--- src/rtl/traceback_direction_reader_if.sv ---
// Read-port and step-stream signals between the traceback reader, the
// direction RAM and the alignment-output stage.
interface traceback_direction_reader_if #(
  parameter int N = 128
);
  localparam int BitAddr     = $clog2(N+1);
  localparam int addr_lenght = $clog2(((N+1)*(N+1))-1);

  logic                 rd_en;
  logic [addr_lenght:0] rd_addr;
  logic [2:0]           rd_symbol;
  logic                 step_valid;
  logic                 step_ready;
  logic [2:0]           step_dir;
  logic [BitAddr:0]     step_i;
  logic [BitAddr:0]     step_j;

  modport master (
    output rd_en, rd_addr, step_valid, step_dir, step_i, step_j,
    input  rd_symbol, step_ready
  );

  modport slave (
    input  rd_en, rd_addr, step_valid, step_dir, step_i, step_j,
    output rd_symbol, step_ready
  );
endinterface

--- src/rtl/traceback_direction_reader.sv ---
// Walks the NW direction RAM from (len_i, len_j) back to (0,0), one read and one
// emitted step per cell. Optional step counter port: TRACE_STEP_COUNT_EN.
module traceback_direction_reader #(
  parameter int N           = 128,
  parameter int BitAddr     = $clog2(N+1),
  parameter int addr_lenght = $clog2(((N+1)*(N+1))-1)
) (
  input  logic                         clk,
  input  logic                         rst,
  input  logic                         start,
  input  logic [BitAddr:0]             len_i,
  input  logic [BitAddr:0]             len_j,
  traceback_direction_reader_if.master bus,
  output logic                         busy,
  output logic                         done,
  output logic                         err
`ifdef TRACE_STEP_COUNT_EN
  ,
  output logic [BitAddr+1:0]           step_count
`endif
);

  localparam int IW = BitAddr + 1;
  localparam int AW = addr_lenght + 1;
  localparam logic [IW-1:0] NMAX = IW'(N);
  localparam logic [AW-1:0] ROW  = AW'(N + 1);

  localparam logic [2:0] DIAG = 3'b001;
  localparam logic [2:0] UP   = 3'b010;
  localparam logic [2:0] LEFT = 3'b100;

  typedef enum logic [2:0] {IDLE, READ, WAIT, EMIT, DONE, ERR} state_t;

  state_t          state, state_nx;
  logic [IW-1:0]   cur_i, cur_j, cur_i_nx, cur_j_nx;
  logic [2:0]      sym_q;
  logic            legal, hs;
  logic            rd_en_q, rd_en_nx;
  logic [AW-1:0]   rd_addr_q, rd_addr_nx;
  logic            err_q;
`ifdef TRACE_STEP_COUNT_EN
  logic [IW:0]     count_q;
`endif

  assign hs = (state == EMIT) && bus.step_ready;

  always_comb begin
    legal = 1'b0;
    case (bus.rd_symbol)
      DIAG:    legal = (cur_i != '0) && (cur_j != '0);
      UP:      legal = (cur_i != '0);
      LEFT:    legal = (cur_j != '0);
      default: legal = 1'b0;
    endcase
  end

  always_ff @(posedge clk) begin
    if (rst) begin
      state     <= IDLE;
      cur_i     <= '0;
      cur_j     <= '0;
      sym_q     <= '0;
      rd_en_q   <= 1'b0;
      rd_addr_q <= '0;
      err_q     <= 1'b0;
`ifdef TRACE_STEP_COUNT_EN
      count_q   <= '0;
`endif
    end else begin
      state     <= state_nx;
      cur_i     <= cur_i_nx;
      cur_j     <= cur_j_nx;
      rd_en_q   <= rd_en_nx;
      rd_addr_q <= rd_addr_nx;
      if (state == WAIT)
        sym_q <= bus.rd_symbol;
      if (state_nx == ERR)
        err_q <= 1'b1;
      else if (state == IDLE && start)
        err_q <= 1'b0;
`ifdef TRACE_STEP_COUNT_EN
      if (state == IDLE && start)
        count_q <= '0;
      else if (hs)
        count_q <= count_q + 1'b1;
`endif
    end
  end

  always_comb begin
    state_nx = state;
    cur_i_nx = cur_i;
    cur_j_nx = cur_j;
    case (state)
      IDLE: begin
        if (start) begin
          cur_i_nx = len_i;
          cur_j_nx = len_j;
          if (len_i > NMAX || len_j > NMAX)
            state_nx = ERR;
          else if (len_i == '0 && len_j == '0)
            state_nx = DONE;
          else
            state_nx = READ;
        end
      end
      READ: state_nx = WAIT;
      WAIT: state_nx = legal ? EMIT : ERR;
      EMIT: begin
        if (hs) begin
          case (sym_q)
            DIAG: begin
              cur_i_nx = cur_i - 1'b1;
              cur_j_nx = cur_j - 1'b1;
            end
            UP:      cur_i_nx = cur_i - 1'b1;
            LEFT:    cur_j_nx = cur_j - 1'b1;
            default: ;
          endcase
          state_nx = (cur_i_nx == '0 && cur_j_nx == '0) ? DONE : READ;
        end
      end
      DONE:    state_nx = IDLE;
      ERR:     state_nx = IDLE;
      default: state_nx = IDLE;
    endcase
  end

  // Read strobe and address are registered from the next-state view so the RAM
  // sees them during the READ cycle itself.
  always_comb begin
    rd_en_nx       = (state_nx == READ);
    rd_addr_nx     = rd_en_nx ? (AW'(cur_j_nx) + ROW * AW'(cur_i_nx)) : '0;
    busy           = (state == READ) || (state == WAIT) || (state == EMIT);
    done           = (state == DONE);
    err            = err_q;
    bus.rd_en      = rd_en_q;
    bus.rd_addr    = rd_addr_q;
    bus.step_valid = (state == EMIT);
    bus.step_dir   = (state == EMIT) ? sym_q : '0;
    bus.step_i     = (state == EMIT) ? cur_i : '0;
    bus.step_j     = (state == EMIT) ? cur_j : '0;
  end

`ifdef TRACE_STEP_COUNT_EN
  assign step_count = count_q;
`endif

endmodule

--- src/flat_wrapper.sv ---
// flat-port wrapper written by rule: the top's interface ports become plain ports
module traceback_direction_reader_flat 
#(
  parameter int N           = 128,
  parameter int BitAddr     = $clog2(N+1),
  parameter int addr_lenght = $clog2(((N+1)*(N+1))-1)
)
  (clk, rst, start, len_i, len_j, busy, done, err, bus_rd_en, bus_rd_addr, bus_step_valid, bus_step_dir, bus_step_i, bus_step_j, bus_rd_symbol, bus_step_ready);
  traceback_direction_reader_if #(.N(N)) bus_i ();
  input  logic clk;
  input  logic rst;
  input  logic start;
  input  logic [BitAddr:0] len_i;
  input  logic [BitAddr:0] len_j;
  output logic busy;
  output logic done;
  output logic err;
  output wire logic [$bits(bus_i.rd_en)-1:0] bus_rd_en;
  output wire logic [$bits(bus_i.rd_addr)-1:0] bus_rd_addr;
  output wire logic [$bits(bus_i.step_valid)-1:0] bus_step_valid;
  output wire logic [$bits(bus_i.step_dir)-1:0] bus_step_dir;
  output wire logic [$bits(bus_i.step_i)-1:0] bus_step_i;
  output wire logic [$bits(bus_i.step_j)-1:0] bus_step_j;
  input wire logic [$bits(bus_i.rd_symbol)-1:0] bus_rd_symbol;
  input wire logic [$bits(bus_i.step_ready)-1:0] bus_step_ready;
  assign bus_rd_en = bus_i.rd_en;
  assign bus_rd_addr = bus_i.rd_addr;
  assign bus_step_valid = bus_i.step_valid;
  assign bus_step_dir = bus_i.step_dir;
  assign bus_step_i = bus_i.step_i;
  assign bus_step_j = bus_i.step_j;
  assign bus_i.rd_symbol = bus_rd_symbol;
  assign bus_i.step_ready = bus_step_ready;
  traceback_direction_reader #(.N(N), .BitAddr(BitAddr), .addr_lenght(addr_lenght)) u_core (.clk(clk), .rst(rst), .start(start), .len_i(len_i), .len_j(len_j), .bus(bus_i), .busy(busy), .done(done), .err(err));
endmodule
--- config.mk ---
export PLATFORM = sky130hd
export DESIGN_NAME = traceback_direction_reader_flat
export DESIGN_NICKNAME = d
export VERILOG_FILES = /design/src/rtl/traceback_direction_reader_if.sv /design/src/rtl/traceback_direction_reader.sv /design/src/flat_wrapper.sv
export SDC_FILE = /design/constraint.sdc
export NUM_CORES = 1
export LEC_CHECK = 0
export CORE_ASPECT_RATIO = 0.7
export CORE_MARGIN = 2
export CORE_UTILIZATION = 57
export DETAILED_ROUTE_END_ITERATION = 8
export GPL_ROUTABILITY_DRIVEN = 0
export PLACE_DENSITY = 0.92
export SYNTH_ARGS = -nofsm -noshare
export SYNTH_HDL_FRONTEND = slang
export SYNTH_SLANG_ARGS = --single-unit
--- constraint.sdc ---
create_clock -name clk -period 15.75 [get_ports clk]
set_input_delay 4.725 -clock clk [delete_from_list [all_inputs] [get_ports clk]]
set_output_delay 4.725 -clock clk [all_outputs]
set_load 0.01 [all_outputs]
==> impl_results.md, run 1 <==
* Result of the run: finished, final reports clean
* Max capacitance violation total at 0
* VDD IR max at roughly 0.000058 V
* Netlist cell types at 67
* Number of instances on the worst hold path at 2
* Clock tree root buffer cell: clkbuf_8
* Hpwl dp at about 8000 um
* Sum of negative setup slack at 0 ns
* Final instance area at approximately 4300 um2
* Diodes inserted at 0
* Max-slew violation count at 0
* Total power divided by cell area at 93.9 nW/um2
* Later-pin clock latency in the skew report at around 0.30 ns
* DRC Markers at 0
* HP Class: reg2reg
* Routed WL per cell at between 15 and 20 um
* CTS tree: yes
* Multiplexer area fraction after synthesis at 0.849%
* Core area at 5840 um2
* Number of detailed-route iterations in the first pass at 7
* Synthesized-area fraction occupied by ao, oa, aoi and oai cells at 16.5%
* Top library cells by usage in the layout, fill and taps aside: clkdlybuf4s50_1, nor2_1, dfxtp_1
* CP Launch Type: primary input
* PnR worst setup slack at between 5 and 6 ns
* Largest driver fanout on the critical path at 22
* Layout area overhead at 21.6%
* Worst hold slack after final layout at 0.574 ns
* Initial drt markers at 490
* Share of the synthesized netlist area taken by xor and xnor gates at 5.20%
* Port bufs at 66
* Slew of the pin with the lowest slew margin at 1.16 ns
* Worst-path clk slew at 0.08 ns
* Post-place instance area at about 4200 um2
* Number of storage elements in the synthesis netlist at between 40 and 50
* Row cnt at 23
* Die Footprint at a little under 7000 um2
* Largest family of logic cells by synthesized area: simple AND/OR/NAND/NOR gates
* Residual overflow from global routing at 0
* Arrival time reported for the critical path endpoint at approximately 10 ns
* Cts bufs inserted at 5
* Synthesized-area fraction occupied by adder cells at approximately 15%
* Ratio of final minimum period to clock period at around three fifths
* Synth Cell Area at about 3500 um2
* Final hold viol count at 0
* Simple-Gate Fraction of Synth Area at about a third
* Pin count of the biggest net entering global routing at 26
* Leading cell type in the layout, fill and taps excluded: clkdlybuf4s50_1
* Achievable frequency at around 0.1 GHz
* Minimum clock period at about 10 ns
* CTS sink cnt at 42
* Post-detailed-route via-to-cell ratio at about 6.4
* Total number of vias at between 3000 and 4000
* FFs w/ async S/R, synth at 0%
* Count of final setup violators at 0
* Sum of routed wire length over all layers at around 10000 um
* Clock tree skew after final layout at ~0.0063 ns
* Number of cell instances on the worst register-to-register path at 18
* Floorplan die height at 69.9 um
* Die span in x at 98.1 um
* Global-route wire length before repair at approximately 17000 um
* Dpl ws at between 5 and 6 ns
* Portion of the post-synthesis area used by sequential elements at a little under a quarter
* Maximum buffer depth of the clock tree at 2
* Required time of the critical path at ~16 ns
* Number of levels in the clock H-tree at 2
* Effective utilization at floorplan at slightly above 60%
* CP Class: in2reg
* Number of antenna violations at the first check in global routing at 0
* Most used flip-flop cell after synthesis: dfxtp_1
* Total routing usage reported by global routing at between 30 and 40%
* Layout net count at approximately 550
* CP endpoint kind: flip-flop
* Total setup buffers inserted after CTS at 0
* Number of synthesized flops with an enable pin at 0
* Max-slew headroom at between 20% and 30%
* Number of instances in the synthesized netlist at 427
* Routed Antenna Nets at 0
* Number of warnings reported in the yosys synthesis log at 0
* Average instance area after synthesis at between 8 and 9 um2
* RSZ-0062 raised after global routing: no
* Post-CTS Hold Fix Bufs at 0
* Number of global-route vias before repair at between 3000 and 4000
* Post_cts resized at 0
* Share of layout cells above drive strength 1 at 7.23%
* Syn Nets at 493
* Leak pwr at around 0.0017 uW
* Top-Level Pins at 67
## path summary, 6_finish.rpt
check,start,end,slack (ns)
max,start,u_core.bus.rd_addr[15],6.00
min,u_core.cur_i[1],u_core.cur_i[1],0.57
max reg2reg,u_core.state[0],u_core.bus.rd_addr[15],10.22
min reg2reg,u_core.cur_i[1],u_core.cur_i[1],0.57
## stage by stage
stage / std cells / utilization (%) / total power, uW
after floorplan: 427 / - / 259
after global placement: 551 / 71.7 / 299
after detailed placement: 551 / 71.7 / 310
after CTS: 559 / 73.6 / 399
after global routing: 559 / 73.6 / 426
final: 559 / 73.6 / 404
## where the power goes
group	internal (uW)	switching (uW)	total, uW
sequential	117	17.0	134
combinational	77.3	107	184
clock	47.3	38.9	86.2
total	241	163	404
## registers in the layout, indices dropped and copies added (netlist names)
name and count:
u_core.bus.rd_en 1, u_core.cur_i 9, u_core.bus.rd_addr 16, u_core.err 1, u_core.cur_j 9, u_core.sym_q 3, u_core.state 3
## worst max-delay path, stage by stage
cell	delay [ns]
clkdlybuf4s50_1	0.56
nor4b_4	0.96
a311oi_1	0.15
a311oi_2	0.46
inv_1	0.15
ha_1	0.33
ha_1	0.31
ha_1	0.31
ha_1	0.30
ha_1	0.29
o21ai_0	0.10
a21o_1	0.19
a21oi_1	0.22
o211ai_1	0.15
a2111oi_2	0.43
xnor2_1	0.12
nor3_1	0.18
## logic make-up (layout without fill, tap and decap cells)
family,count (synthesis),count (layout)
and+or+nand+nor,195,195
xor gates and xnor gates,18,18
AOI/OAI and AO/OA,82,82
muxes,3,3
DFF,42,42
buffers and inverters,45,102
adders and majority gates,42,42
## metal layers
metal	routed length [um]	vias up	global-route usage, %
li1	-	1649	-
met1	4090	1646	40.8
met2	4640	258	48.7
met3	1340	49	6.91
met4	345	0	12.3
met5	0	-	0
## area by class of cell
class                           instances  area (um2)
Inverter                               28         105
Multi-Input combinational cell        340        2490
Sequential cell                        42         841
Fill cell                             411        1540
Clock inverter                          2        37.5
Timing Repair Buffer                   66         661
Tap cell                               75        93.8
Clock buffer                            6        72.6
## cells in the mapped netlist, types with 2 or more instances
library cell / n / area share (%)
nand3_1: 13 / 1.8
nor3b_1: 2 / 0.42
a21oi_1: 17 / 2.4
nand2b_1: 6 / 1.1
a32oi_1: 2 / 0.50
a21o_1: 4 / 0.85
fa_1: 3 / 1.7
mux2i_1: 3 / 0.85
xnor2_1: 9 / 2.2
nand4b_1: 3 / 0.74
buf_6: 3 / 0.96
nand2_1: 36 / 3.8
or3_1: 6 / 1.1
dfxtp_1: 42 / 24
a311oi_1: 3 / 0.74
a221o_1: 3 / 0.85
clkbuf_1: 7 / 0.74
a211oi_1: 3 / 0.64
xor2_1: 7 / 1.7
a2bb2oi_1: 2 / 0.50
inv_1: 28 / 3.0
ha_1: 38 / 13
nor3_1: 13 / 1.8
nor2b_1: 13 / 2.3
buf_2: 3 / 0.42
or2_2: 3 / 0.53
buf_4: 3 / 0.64
nand4_1: 7 / 1.2
and2_1: 16 / 2.8
o22ai_1: 2 / 0.35
nor4_1: 8 / 1.4
nor4b_1: 3 / 0.74
a22oi_1: 2 / 0.42
nand3b_4: 2 / 1.1
nor3_4: 2 / 0.92
a31oi_1: 12 / 2.1
o21ai_0: 19 / 2.7
nor3_2: 9 / 2.5
nor2_1: 42 / 4.5
Note: power is estimated with default switching activity, not from simulation.
==> inputs of run 2 (changes only) <==
--- a/config.mk
+++ b/config.mk
@@ -7,10 +7,10 @@
 export LEC_CHECK = 0
 export CORE_ASPECT_RATIO = 0.7
 export CORE_MARGIN = 2
-export CORE_UTILIZATION = 57
+export CORE_UTILIZATION = 53
 export DETAILED_ROUTE_END_ITERATION = 8
 export GPL_ROUTABILITY_DRIVEN = 0
-export PLACE_DENSITY = 0.92
+export PLACE_DENSITY = 0.87
 export SYNTH_ARGS = -nofsm -noshare
 export SYNTH_HDL_FRONTEND = slang
 export SYNTH_SLANG_ARGS = --single-unit
==> constraint.sdc (replaced) <==
create_clock -name clk -period 9.06 [get_ports clk]
set_input_delay 2.718 -clock clk [delete_from_list [all_inputs] [get_ports clk]]
set_output_delay 2.718 -clock clk [all_outputs]
set_load 0.01 [all_outputs]
==> run 2 against run 1 <==
  * Combinational power rose by 67%
  * Worst setup slack worse by 4.3 ns
  * Via count is 3.0% lower
  * Routed wire length fell by 5.0%
  * Clock power increased by 82%
  * Critical path depth unchanged
  * Sequential share of layout area fell by 0.14 points
  * Cell area increased by 0.70%
  * Sequential power up 73%
  * Count of clock-buffer cells in the layout unchanged
  * Global-route usage fell by 2.9 points
  * Worst hold slack got worse by 0.0058 ns
==> impl_results.md, run 2 (same netlist as run 1, synthesis figures left out) <==
* CTS tree: yes
* CP endpoint kind: flip-flop
* DRC Markers at 0
* Count of final setup violators at 0
* Post-CTS Hold Fix Bufs at 0
* Clock tree root buffer cell: clkbuf_8
* Filler Cell Count at between 500 and 600
* Clock tree skew after final layout at between 0.01 and 0.015 ns
* Die span in x at between 100 and 150 um
* Final instance area at about 4300 um2
* Max-slew violation count at 0
* Layout area overhead at 22.4%
* CP Class: in2reg
* Residual overflow from global routing at 0
* Floorplan die height at 72.3 um
* Worst-path clk slew at ~0.09 ns
* Pin count of the biggest net entering global routing at 26
* CP Launch Type: primary input
* Max capacitance violation total at 0
* Total power divided by cell area at 161 nW/um2
* Area occupied by multi-input gates at 2490 um2
* Post-place instance area at ~4200 um2
* Hpwl dp at 7600 um
* Leak pwr at 0.00175 uW
* Minimum clock period at roughly 7.4 ns
* Port bufs at 66
* Ratio of final minimum period to clock period at around 81%
* Dpl ws at 1.42 ns
* PnR worst setup slack at roughly 1.7 ns
* Final hold viol count at 0
* Maximum buffer depth of the clock tree at 2
* Reg area at roughly 840 um2
* Sum of negative setup slack at 0 ns
* Required time of the critical path at about 9 ns
* Leading cell type in the layout, fill and taps excluded: clkdlybuf4s50_1
* Post-detailed-route via-to-cell ratio at just over 6
* Sum of routed wire length over all layers at just under 10000 um
* Global-route wire length before repair at roughly 16000 um
* Number of antenna violations at the first check in global routing at 0
* Share of layout cells above drive strength 1 at between 7 and 8%
* Effective utilization at floorplan at a little under three fifths
* Layout net count at between 500 and 600
* Largest register FFs at 16
* Arrival time reported for the critical path endpoint at 7.56 ns
* Die Footprint at 7350 um2
* Row cnt at 24
* Diodes inserted at 0
* Result of the run: finished, final reports clean
* Total setup buffers inserted after CTS at 0
* Largest driver fanout on the critical path at 9
* Routed WL per cell at ~17 um
* HP Class: reg2reg
* Cts bufs inserted at 5
* RSZ-0062 raised after global routing: no
* Total routing usage reported by global routing at ~28%
* Achievable frequency at around 0.14 GHz
* Slew of the pin with the lowest slew margin at 1.09 ns
* Top-Level Pins at between 60 and 70
* Max-slew headroom at 27.4%
* VDD IR max at 0.0000745 V
* Post-layout power at ~700 uW
* Number of detailed-route iterations in the first pass at 6
* Core area at between 6000 and 7000 um2
* CTS sink cnt at 42
* Worst hold slack after final layout at 0.569 ns
* R2R Setup Slk at 3.59 ns
* Number of levels in the clock H-tree at 2
* Post_cts resized at 0
* Initial drt markers at 325
* Routed Antenna Nets at 0
* Later-pin clock latency in the skew report at around 0.31 ns
* Top library cells by usage in the layout, fill and taps aside: clkdlybuf4s50_1, nor2_1, dfxtp_1
* Total number of vias at roughly 3500
* Number of global-route vias before repair at between 3000 and 4000
==> run 2: layout make-up <==
cell class | instances | share of cell area (%)
clock buffer | 6 | 1.91
clock inverter | 1 | 0.694
inverter | 28 | 2.43
multi-input combinational | 340 | 57.5
timing repair buffer | 67 | 15.4
sequential | 42 | 19.4
tap | 91 | 2.63
==> run 2: worst paths after layout <==
| path | start | end | cells past startpoint |
|---|---|---|---|
| max reg2reg | u_core.state[0] | u_core.bus.rd_addr[15] | 18 |
| max | start | u_core.bus.rd_addr[15] | 17 |
| min reg2reg | u_core.cur_i[3] | u_core.cur_i[3] | 2 |
| min | u_core.cur_i[3] | u_core.cur_i[3] | 2 |
==> run 2: power breakdown <==
part	total, uW	switching, uW	internal, uW
clock network	157	69.1	88.3
logic	308	176	132
registers	232	28.9	203
total	697	274	423
==> run 2: stage by stage <==
| stage | utilization, % | instances |
|---|---|---|
| 2_1_floorplan | - | 427 |
| 3_3_place_gp | 66.5 | 568 |
| 3_5_place_dp | 66.5 | 568 |
| 4_1_cts | 68.3 | 575 |
| 5_1_grt | 68.3 | 575 |
| 6_report | 68.3 | 575 |
==> run 2: metal layers <==
metal	vias to the layer above	GRT usage, %	wire, um
li1	1651	-	-
met1	1623	39.1	4340
met2	199	43.8	4350
met3	21	5.49	1060
met4	0	7.36	156
met5	-	0	0
==> run 2: worst max-delay path: stages <==
cell and delay (ns):
clkdlybuf4s50_1 0.56, or3b_2 0.51, a21oi_4 0.28, a311oi_1 0.15, a311oi_2 0.38, inv_1 0.15
ha_1 0.21, ha_1 0.28, ha_1 0.32, fa_1 0.50, ha_1 0.37, o21ai_0 0.12
a21oi_1 0.23, o211ai_1 0.15, a2111oi_2 0.41, xnor2_1 0.16, nor3_1 0.06
